File: config.mk
export PLATFORM = sky130hd
export DESIGN_NAME = sparc_exu_ecc_sched_flat
export DESIGN_NICKNAME = d
export VERILOG_FILES = /design/src/rtl/sparc_exu_ecc_sched_pkg.sv /design/src/rtl/sparc_exu_ecc_sched_if.sv /design/src/rtl/sparc_exu_ecc_sched_fifo.sv /design/src/rtl/sparc_exu_ecc_sched.sv /design/src/flat_wrapper.sv
export SDC_FILE = /design/constraint.sdc
export NUM_CORES = 1
export LEC_CHECK = 0
export ABC_CLOCK_PERIOD_IN_PS = 3400
export BUFFER_PORTS_ARGS = -buffer_cell sky130_fd_sc_hd__buf_2
export CAP_MARGIN = 20
export CELL_PAD_IN_SITES_DETAIL_PLACEMENT = 1
export CELL_PAD_IN_SITES_GLOBAL_PLACEMENT = 2
export CORE_ASPECT_RATIO = 0.75
export CORE_MARGIN = 10
export CORE_UTILIZATION = 32
export DETAILED_ROUTE_END_ITERATION = 8
export PLACE_DENSITY = 0.86
export SLEW_MARGIN = 20
export SYNTH_ARGS = -nofsm -noshare
export SYNTH_HDL_FRONTEND = slang
export SYNTH_SLANG_ARGS = --single-unit
File: constraint.sdc
create_clock -name clk -period 3.4 [get_ports clk]
set_input_delay 0.34 -clock clk [delete_from_list [all_inputs] [get_ports clk]]
set_output_delay 0.34 -clock clk [all_outputs]
set_load 0.1 [all_outputs]
File: src/rtl/sparc_exu_ecc_sched_pkg.sv
// Shared constants and the result-entry type for the EXU ECC generator scheduler.
package sparc_exu_ecc_sched_pkg;

  localparam int DEF_NREQ = 4;
  localparam int DEF_DW   = 64;
  localparam int DEF_PW   = 8;
  localparam int DEF_TAGW = 5;
  localparam int DEF_IDW  = 2;

  localparam int FIFO_DEPTH = 2;
  localparam int CNTW       = $clog2(FIFO_DEPTH + 1);

  typedef struct packed {
    logic [DEF_IDW-1:0]  id;
    logic [DEF_TAGW-1:0] tag;
    logic [DEF_DW-1:0]   data;
    logic [DEF_PW-1:0]   ecc;
  } result_t;

endpackage

File: src/rtl/sparc_exu_ecc_sched_if.sv
// Request and result channels of the ECC scheduler; master is the requester/consumer side.
interface sparc_exu_ecc_sched_if #(
  parameter int NREQ = sparc_exu_ecc_sched_pkg::DEF_NREQ,
  parameter int DW   = sparc_exu_ecc_sched_pkg::DEF_DW,
  parameter int PW   = sparc_exu_ecc_sched_pkg::DEF_PW,
  parameter int TAGW = sparc_exu_ecc_sched_pkg::DEF_TAGW,
  parameter int IDW  = sparc_exu_ecc_sched_pkg::DEF_IDW
);

  logic [NREQ-1:0]      req_vld;
  logic [NREQ*DW-1:0]   req_data;
  logic [NREQ*TAGW-1:0] req_tag;
  logic [NREQ-1:0]      req_gnt;

  logic                 out_vld;
  logic                 out_rdy;
  logic [IDW-1:0]       out_id;
  logic [TAGW-1:0]      out_tag;
  logic [DW-1:0]        out_data;
  logic [PW-1:0]        out_ecc;

  modport master (
    output req_vld, req_data, req_tag, out_rdy,
    input  req_gnt, out_vld, out_id, out_tag, out_data, out_ecc
  );

  modport slave (
    input  req_vld, req_data, req_tag, out_rdy,
    output req_gnt, out_vld, out_id, out_tag, out_data, out_ecc
  );

endinterface

File: src/rtl/sparc_exu_ecc_sched_fifo.sv
// Two-entry in-order result FIFO; simultaneous push and pop are legal even when full.
module sparc_exu_ecc_sched_fifo
  import sparc_exu_ecc_sched_pkg::*;
(
  input  logic            clk,
  input  logic            arst_l,
  input  logic            push,
  input  result_t         push_data,
  input  logic            pop,
  output result_t         head,
  output logic [CNTW-1:0] cnt
);

  localparam int PTRW = $clog2(FIFO_DEPTH);

  result_t         mem [FIFO_DEPTH];
  logic [PTRW-1:0] wr_ptr;
  logic [PTRW-1:0] rd_ptr;

  // Entries are cleared on reset so an empty FIFO presents an all-zero head.
  always_ff @(posedge clk or negedge arst_l) begin
    if (!arst_l) begin
      for (int i = 0; i < FIFO_DEPTH; i++) begin
        mem[i] <= '0;
      end
      wr_ptr <= '0;
      rd_ptr <= '0;
      cnt    <= '0;
    end else begin
      if (push) begin
        mem[wr_ptr] <= push_data;
        wr_ptr      <= wr_ptr + PTRW'(1);
      end
      if (pop) begin
        rd_ptr <= rd_ptr + PTRW'(1);
      end
      cnt <= cnt + CNTW'(push) - CNTW'(pop);
    end
  end

  assign head = mem[rd_ptr];

endmodule

File: src/rtl/sparc_exu_ecc_sched.sv
// Round-robin sharing of the two-stage EXU ECC generator with error injection
// and a credit-controlled 2-entry result FIFO.
module sparc_exu_ecc_sched
  import sparc_exu_ecc_sched_pkg::*;
#(
  parameter int NREQ = DEF_NREQ,
  parameter int DW   = DEF_DW,
  parameter int PW   = DEF_PW,
  parameter int TAGW = DEF_TAGW,
  parameter int IDW  = DEF_IDW
) (
  input  logic                  clk,
  input  logic                  arst_l,
  sparc_exu_ecc_sched_if.slave  bus,
  input  logic                  inj_wr,
  input  logic [PW-1:0]         inj_msk,
  input  logic                  inj_oneshot,
  output logic [DW-1:0]         gen_d,
  output logic [PW-1:0]         gen_msk,
  input  logic [PW-1:0]         gen_p,
  output logic                  busy
);

  logic [IDW-1:0]  rr_ptr;
  logic [IDW-1:0]  sel_id;
  logic            found;
  logic            issue;
  logic            pop;
  logic [CNTW-1:0] fifo_cnt;
  logic [CNTW:0]   occupancy;

  logic            inflight;
  logic [IDW-1:0]  st_id;
  logic [TAGW-1:0] st_tag;
  logic [DW-1:0]   st_data;

  logic [PW-1:0]   inj_mask;
  logic            inj_mode_oneshot;
  logic            oneshot_armed;

  result_t         push_entry;
  result_t         head;

  assign pop = bus.out_vld & bus.out_rdy;

  // Slots still claimed after this cycle's pop; a new issue needs one free slot.
  assign occupancy = {1'b0, fifo_cnt} + (CNTW+1)'(inflight) - (CNTW+1)'(pop);

  always_comb begin
    found  = 1'b0;
    sel_id = '0;
    for (int k = 0; k < NREQ; k++) begin
      if (!found && bus.req_vld[rr_ptr + IDW'(k)]) begin
        found  = 1'b1;
        sel_id = rr_ptr + IDW'(k);
      end
    end
  end

  // Gating with arst_l keeps the grant low for the whole reset window.
  assign issue       = arst_l & found & (occupancy < (CNTW+1)'(FIFO_DEPTH));
  assign bus.req_gnt = issue ? (NREQ'(1) << sel_id) : '0;
  assign gen_d       = issue ? bus.req_data[sel_id*DW +: DW] : '0;
  assign gen_msk     = (issue & (~inj_mode_oneshot | oneshot_armed)) ? inj_mask : '0;

  always_ff @(posedge clk or negedge arst_l) begin
    if (!arst_l) begin
      rr_ptr   <= '0;
      inflight <= 1'b0;
      st_id    <= '0;
      st_tag   <= '0;
      st_data  <= '0;
    end else begin
      inflight <= issue;
      if (issue) begin
        rr_ptr  <= sel_id + IDW'(1);
        st_id   <= sel_id;
        st_tag  <= bus.req_tag[sel_id*TAGW +: TAGW];
        st_data <= gen_d;
      end
    end
  end

  // A write in the issue cycle wins over the one-shot clear, so a fresh one-shot stays armed.
  always_ff @(posedge clk or negedge arst_l) begin
    if (!arst_l) begin
      inj_mask         <= '0;
      inj_mode_oneshot <= 1'b0;
      oneshot_armed    <= 1'b0;
    end else if (inj_wr) begin
      inj_mask         <= inj_msk;
      inj_mode_oneshot <= inj_oneshot;
      oneshot_armed    <= inj_oneshot;
    end else if (issue & oneshot_armed) begin
      oneshot_armed    <= 1'b0;
    end
  end

  assign push_entry = '{id: st_id, tag: st_tag, data: st_data, ecc: gen_p};

  sparc_exu_ecc_sched_fifo u_fifo (
    .clk       (clk),
    .arst_l    (arst_l),
    .push      (inflight),
    .push_data (push_entry),
    .pop       (pop),
    .head      (head),
    .cnt       (fifo_cnt)
  );

  assign bus.out_vld  = (fifo_cnt != '0);
  assign bus.out_id   = head.id;
  assign bus.out_tag  = head.tag;
  assign bus.out_data = head.data;
  assign bus.out_ecc  = head.ecc;
  assign busy         = inflight | (fifo_cnt != '0);

endmodule

File: src/flat_wrapper.sv
// flat-port wrapper written by rule: the top's interface ports become plain ports
module sparc_exu_ecc_sched_flat import sparc_exu_ecc_sched_pkg::*;
#(
  parameter int NREQ = DEF_NREQ,
  parameter int DW   = DEF_DW,
  parameter int PW   = DEF_PW,
  parameter int TAGW = DEF_TAGW,
  parameter int IDW  = DEF_IDW
)
  (clk, arst_l, inj_wr, inj_msk, inj_oneshot, gen_d, gen_msk, gen_p, busy, bus_req_vld, bus_req_data, bus_req_tag, bus_out_rdy, bus_req_gnt, bus_out_vld, bus_out_id, bus_out_tag, bus_out_data, bus_out_ecc);
  sparc_exu_ecc_sched_if #(.NREQ(NREQ), .DW(DW), .PW(PW), .TAGW(TAGW), .IDW(IDW)) bus_i ();
  input  logic clk;
  input  logic arst_l;
  input  logic inj_wr;
  input  logic [PW-1:0] inj_msk;
  input  logic inj_oneshot;
  output logic [DW-1:0] gen_d;
  output logic [PW-1:0] gen_msk;
  input  logic [PW-1:0] gen_p;
  output logic busy;
  input wire logic [$bits(bus_i.req_vld)-1:0] bus_req_vld;
  input wire logic [$bits(bus_i.req_data)-1:0] bus_req_data;
  input wire logic [$bits(bus_i.req_tag)-1:0] bus_req_tag;
  input wire logic [$bits(bus_i.out_rdy)-1:0] bus_out_rdy;
  output wire logic [$bits(bus_i.req_gnt)-1:0] bus_req_gnt;
  output wire logic [$bits(bus_i.out_vld)-1:0] bus_out_vld;
  output wire logic [$bits(bus_i.out_id)-1:0] bus_out_id;
  output wire logic [$bits(bus_i.out_tag)-1:0] bus_out_tag;
  output wire logic [$bits(bus_i.out_data)-1:0] bus_out_data;
  output wire logic [$bits(bus_i.out_ecc)-1:0] bus_out_ecc;
  assign bus_i.req_vld = bus_req_vld;
  assign bus_i.req_data = bus_req_data;
  assign bus_i.req_tag = bus_req_tag;
  assign bus_i.out_rdy = bus_out_rdy;
  assign bus_req_gnt = bus_i.req_gnt;
  assign bus_out_vld = bus_i.out_vld;
  assign bus_out_id = bus_i.out_id;
  assign bus_out_tag = bus_i.out_tag;
  assign bus_out_data = bus_i.out_data;
  assign bus_out_ecc = bus_i.out_ecc;
  sparc_exu_ecc_sched #(.NREQ(NREQ), .DW(DW), .PW(PW), .TAGW(TAGW), .IDW(IDW)) u_core (.clk(clk), .arst_l(arst_l), .bus(bus_i), .inj_wr(inj_wr), .inj_msk(inj_msk), .inj_oneshot(inj_oneshot), .gen_d(gen_d), .gen_msk(gen_msk), .gen_p(gen_p), .busy(busy));
endmodule
==> flow_metrics.env <==
export IMPL_ys_warnings_count=0
export IMPL_max_cap_violations=0
export IMPL_seqCellArea_mm2=0.00616
export IMPL_cts_htree_levels=1
export IMPL_layout_nets=1772
export IMPL_routed_wire_length_on_met3_um=3620
export IMPL_final_hold_worst_slack_ps=34.1
export IMPL_area_growth_synth_to_final_pct=53.8
export IMPL_die_area_mm2=0.0475
export IMPL_synthesis_area_mm2=0.0125
export IMPL_run_status="complete, but fails checks"
export IMPL_synth_top_family_by_area="multiplexers"
export IMPL_number_of_global_route_vias_before_repair=11600
export IMPL_timing_critical_path_to_type="output pin"
export IMPL_crit_required_ps=3060
export IMPL_clk_buf_depth=3
export IMPL_multiInputGateArea_mm2=0.00686
export IMPL_failing_checks="setup timing"
export IMPL_post_dp_cell_area_mm2=0.0176
export IMPL_start_kind="register"
export IMPL_skew_ps=9.26
export IMPL_fin_setup_tns_ps=-25140
export IMPL_grt_first_pass_wirelength_um=69500
export IMPL_crit_arrival_ps=3470
export IMPL_initial_utilization_pct=32.5
export IMPL_drt_iter0_drc=413
export IMPL_routed_via_count=10200
export IMPL_die_width_um=248
export IMPL_chipHeight_um=191
export IMPL_grt_overflow_total=0
export IMPL_hpwl_um=33600
export IMPL_dr_pass1_iters=4
export IMPL_clock_tree_root_cell="sky130_fd_sc_hd__clkbuf_16"
export IMPL_post_synth_and_or_nand_nor_area_fraction_pct=3.58
export IMPL_share_of_post_route_cells_with_drive_strength_above_1_pct=62.6
export IMPL_synth_compound_gate_area_share_pct=9.30
export IMPL_timing_setup_critical_path_class="register to output pin"
export IMPL_detail_route_wirelength_met1_um=19100
export IMPL_insertedDiodeCount=0
export IMPL_gp_congestion=0.783
export IMPL_core_region_area_mm2=0.0385
export IMPL_synth_nets=1284
export IMPL_floorplan_io_pins=458
export IMPL_timing_fmax_mhz=262
export IMPL_timing_hold_violations_final=0
export IMPL_synth_mux_area_fraction_pct=33.1
export IMPL_maxSlewHeadroom_pct=42.1
export IMPL_drc=0
export IMPL_antenna_left=0
export IMPL_met2_length_um=23200
export IMPL_place_inst=1907
export IMPL_insertion_delay_ps=540
export IMPL_tritoncts="yes"
export IMPL_cell_area_after_layout_mm2=0.0193
export IMPL_final_period_utilization_pct=112
export IMPL_synth_xor_xnor_area_share_pct=0.210
export IMPL_drt_vias_per_instance=5.09
export IMPL_yosys_register_bits=246
export IMPL_period_minus_slack_ps=3810
export IMPL_grt_max_degree=134
export IMPL_setup_repair_after_global_routing_missed_its_margin="yes"
export IMPL_postLayoutSetupSlackWorst_ps=-413
export IMPL_grt_usage_pct=18.4
export IMPL_syn_instance_count=976
export IMPL_route_final_wire_length_um=46600
export IMPL_filler_cell_count=3972
export IMPL_synth_seq_area_share_pct=49.2
export IMPL_worstPathMaxFanout=7
export IMPL_max_slew_violations=0
export IMPL_synth_avg_cell_area_um2=12.8
export IMPL_synth_adder_area_share_pct=0.760
export IMPL_cts_num_sinks=246
export IMPL_cts_made_buffers=27
export IMPL_hold_path_class="input pin to register"
export IMPL_timing_final_setup_violations=76
export IMPL_port_buffers=457
export IMPL_synth_cell_type_count=36
export IMPL_layout_cells_non_filler=1996
export IMPL_clk_pin_slew_worst_paths_ps=60
export IMPL_avgRoutedWirePerCell_um=23.3
export IMPL_worst_slew_pin_transition_ps=868
export IMPL_antenna_found_initial=1
export IMPL_rows=62
export IMPL_dr_max_layer_used="met5"
## cells in the mapped netlist (all sizes together)
master / instances / area [µm²]
a21o: 1 / 7.51
clkbuf: 16 / 60.1
xor2: 2 / 17.5
xnor2: 1 / 8.76
buf: 63 / 388
nand2: 78 / 300
mux2: 245 / 2760
a21boi: 1 / 7.51
nand2b: 1 / 6.26
and2: 13 / 81.3
or3: 1 / 6.26
dfrtp: 246 / 6160
ha: 6 / 75.1
a21oi: 2 / 10.0
o221ai: 70 / 682
nand4: 1 / 6.26
inv: 10 / 37.5
a22o: 1 / 8.76
fa: 1 / 20.0
or2: 1 / 6.26
o21ai: 4 / 20.0
o22ai: 65 / 413
mux2i: 138 / 1380
nor3b: 1 / 7.51
or4: 1 / 7.51
nor2: 2 / 7.51
o31ai: 2 / 15.0
nor2b: 3 / 18.8
## cell families after synthesis
group / after synthesis
compound gates: 146
buf+inv: 89
flops: 246
fa+ha+maj: 7
xor+xnor: 3
simple gates: 102
mux: 383
## critical path: stages (launching register included)
cell                       delay [ps]
sky130_fd_sc_hd__dfrtp_1          380
sky130_fd_sc_hd__or2_4            250
sky130_fd_sc_hd__and2_4           150
sky130_fd_sc_hd__ha_4             210
sky130_fd_sc_hd__inv_2             60
sky130_fd_sc_hd__ha_4             120
sky130_fd_sc_hd__inv_2             30
sky130_fd_sc_hd__fa_2             540
sky130_fd_sc_hd__nand4_1          140
sky130_fd_sc_hd__inv_2            170
sky130_fd_sc_hd__nand2b_4         140
sky130_fd_sc_hd__buf_12           190
sky130_fd_sc_hd__buf_16           160
sky130_fd_sc_hd__o22ai_4          200
sky130_fd_sc_hd__buf_12           200
## through the flow
stage	utilization, %	setup WS, ps
after floorplan	-	-154
after global placement	45.7	136
after detailed placement	45.7	74.9
after CTS	49.3	-464
after global routing	50.0	-546
final	50.0	-413
## routing by layer
| metal | vias up | GRT usage, % |
|---|---|---|
| li1 | 4649 | - |
| met1 | 5135 | 22.3 |
| met2 | 331 | 32.3 |
| met3 | 50 | 5.45 |
| met4 | 2 | 3.09 |
| met5 | - | 0 |
## final cells by class
type | count | share of cell area (%)
Timing Repair Buffer | 538 | 23.7
Clock inverter | 12 | 1.14
Clock buffer | 37 | 4.02
Multi-Input combinational cell | 641 | 35.6
Inverter | 10 | 0.195
Tap cell | 512 | 3.33
Sequential cell | 246 | 32.0
## path summary, 6_finish.rpt
kind	start	to	slack, ps	cells after the start
setup / recovery	u_core.u_fifo.cnt[0]	gen_d[50]	-410	14
hold / removal	inj_msk[0]	u_core.inj_mask[0]	30	2
setup reg to reg	u_core.u_fifo.cnt[0]	u_core.st_data[31]	240	15
hold reg to reg	u_core.u_fifo.mem[8]	u_core.u_fifo.mem[8]	500	1
max in group asynchronous	arst_l	u_core.u_fifo.rd_ptr	1740	4
min in group asynchronous	arst_l	u_core.u_fifo.mem[118]	460	3
## timing repair
action / in CTS / in global routing
resized for setup: 32 / 11
buffers inserted: 17 / 13
hold buffers: 2 / 0
setup endpoints to repair: 76 / 76
gates cloned: 5 / 5
hold endpoints to repair: 21 / 0
pin swaps: 13 / 15
## registers in the layout, summed over array words and instances (netlist names)
register                 flops
u_core.u_fifo.cnt            2
u_core.u_fifo.mem          158
u_core.u_fifo.rd_ptr         1
u_core.inj_mode_oneshot      1
u_core.rr_ptr                2
u_core.st_data              64
u_core.st_id                 2
u_core.inj_mask              8
u_core.u_fifo.wr_ptr         1
u_core.oneshot_armed         1
u_core.st_tag                5
u_core.inflight              1
## layout by cell type, fill, tap and decap left out, types with 4 or more instances in the layout
cell                        synthesis  layout
sky130_fd_sc_hd__buf_16             0       6
sky130_fd_sc_hd__buf_4             23      37
sky130_fd_sc_hd__dfrtp_1          246     245
sky130_fd_sc_hd__clkbuf_8           0       6
sky130_fd_sc_hd__o221ai_2          11      10
sky130_fd_sc_hd__bufinv_16          0       6
sky130_fd_sc_hd__ha_1               6       4
sky130_fd_sc_hd__mux2i_1          138     138
sky130_fd_sc_hd__nand2_1           77      76
sky130_fd_sc_hd__o22ai_4            0      64
sky130_fd_sc_hd__buf_8              0       8
sky130_fd_sc_hd__o221ai_1          59      59
sky130_fd_sc_hd__bufbuf_16          0       4
sky130_fd_sc_hd__buf_6              4      11
sky130_fd_sc_hd__clkbuf_16          0      32
sky130_fd_sc_hd__and2_4             0      13
sky130_fd_sc_hd__buf_2             28     381
sky130_fd_sc_hd__inv_1              9       7
sky130_fd_sc_hd__buf_12             0      85
sky130_fd_sc_hd__clkbuf_1          16       4
sky130_fd_sc_hd__mux2_2           245     245
Power is not shown: default switching activity piles up to over one toggle a cycle in this logic, so the estimate is an artifact.
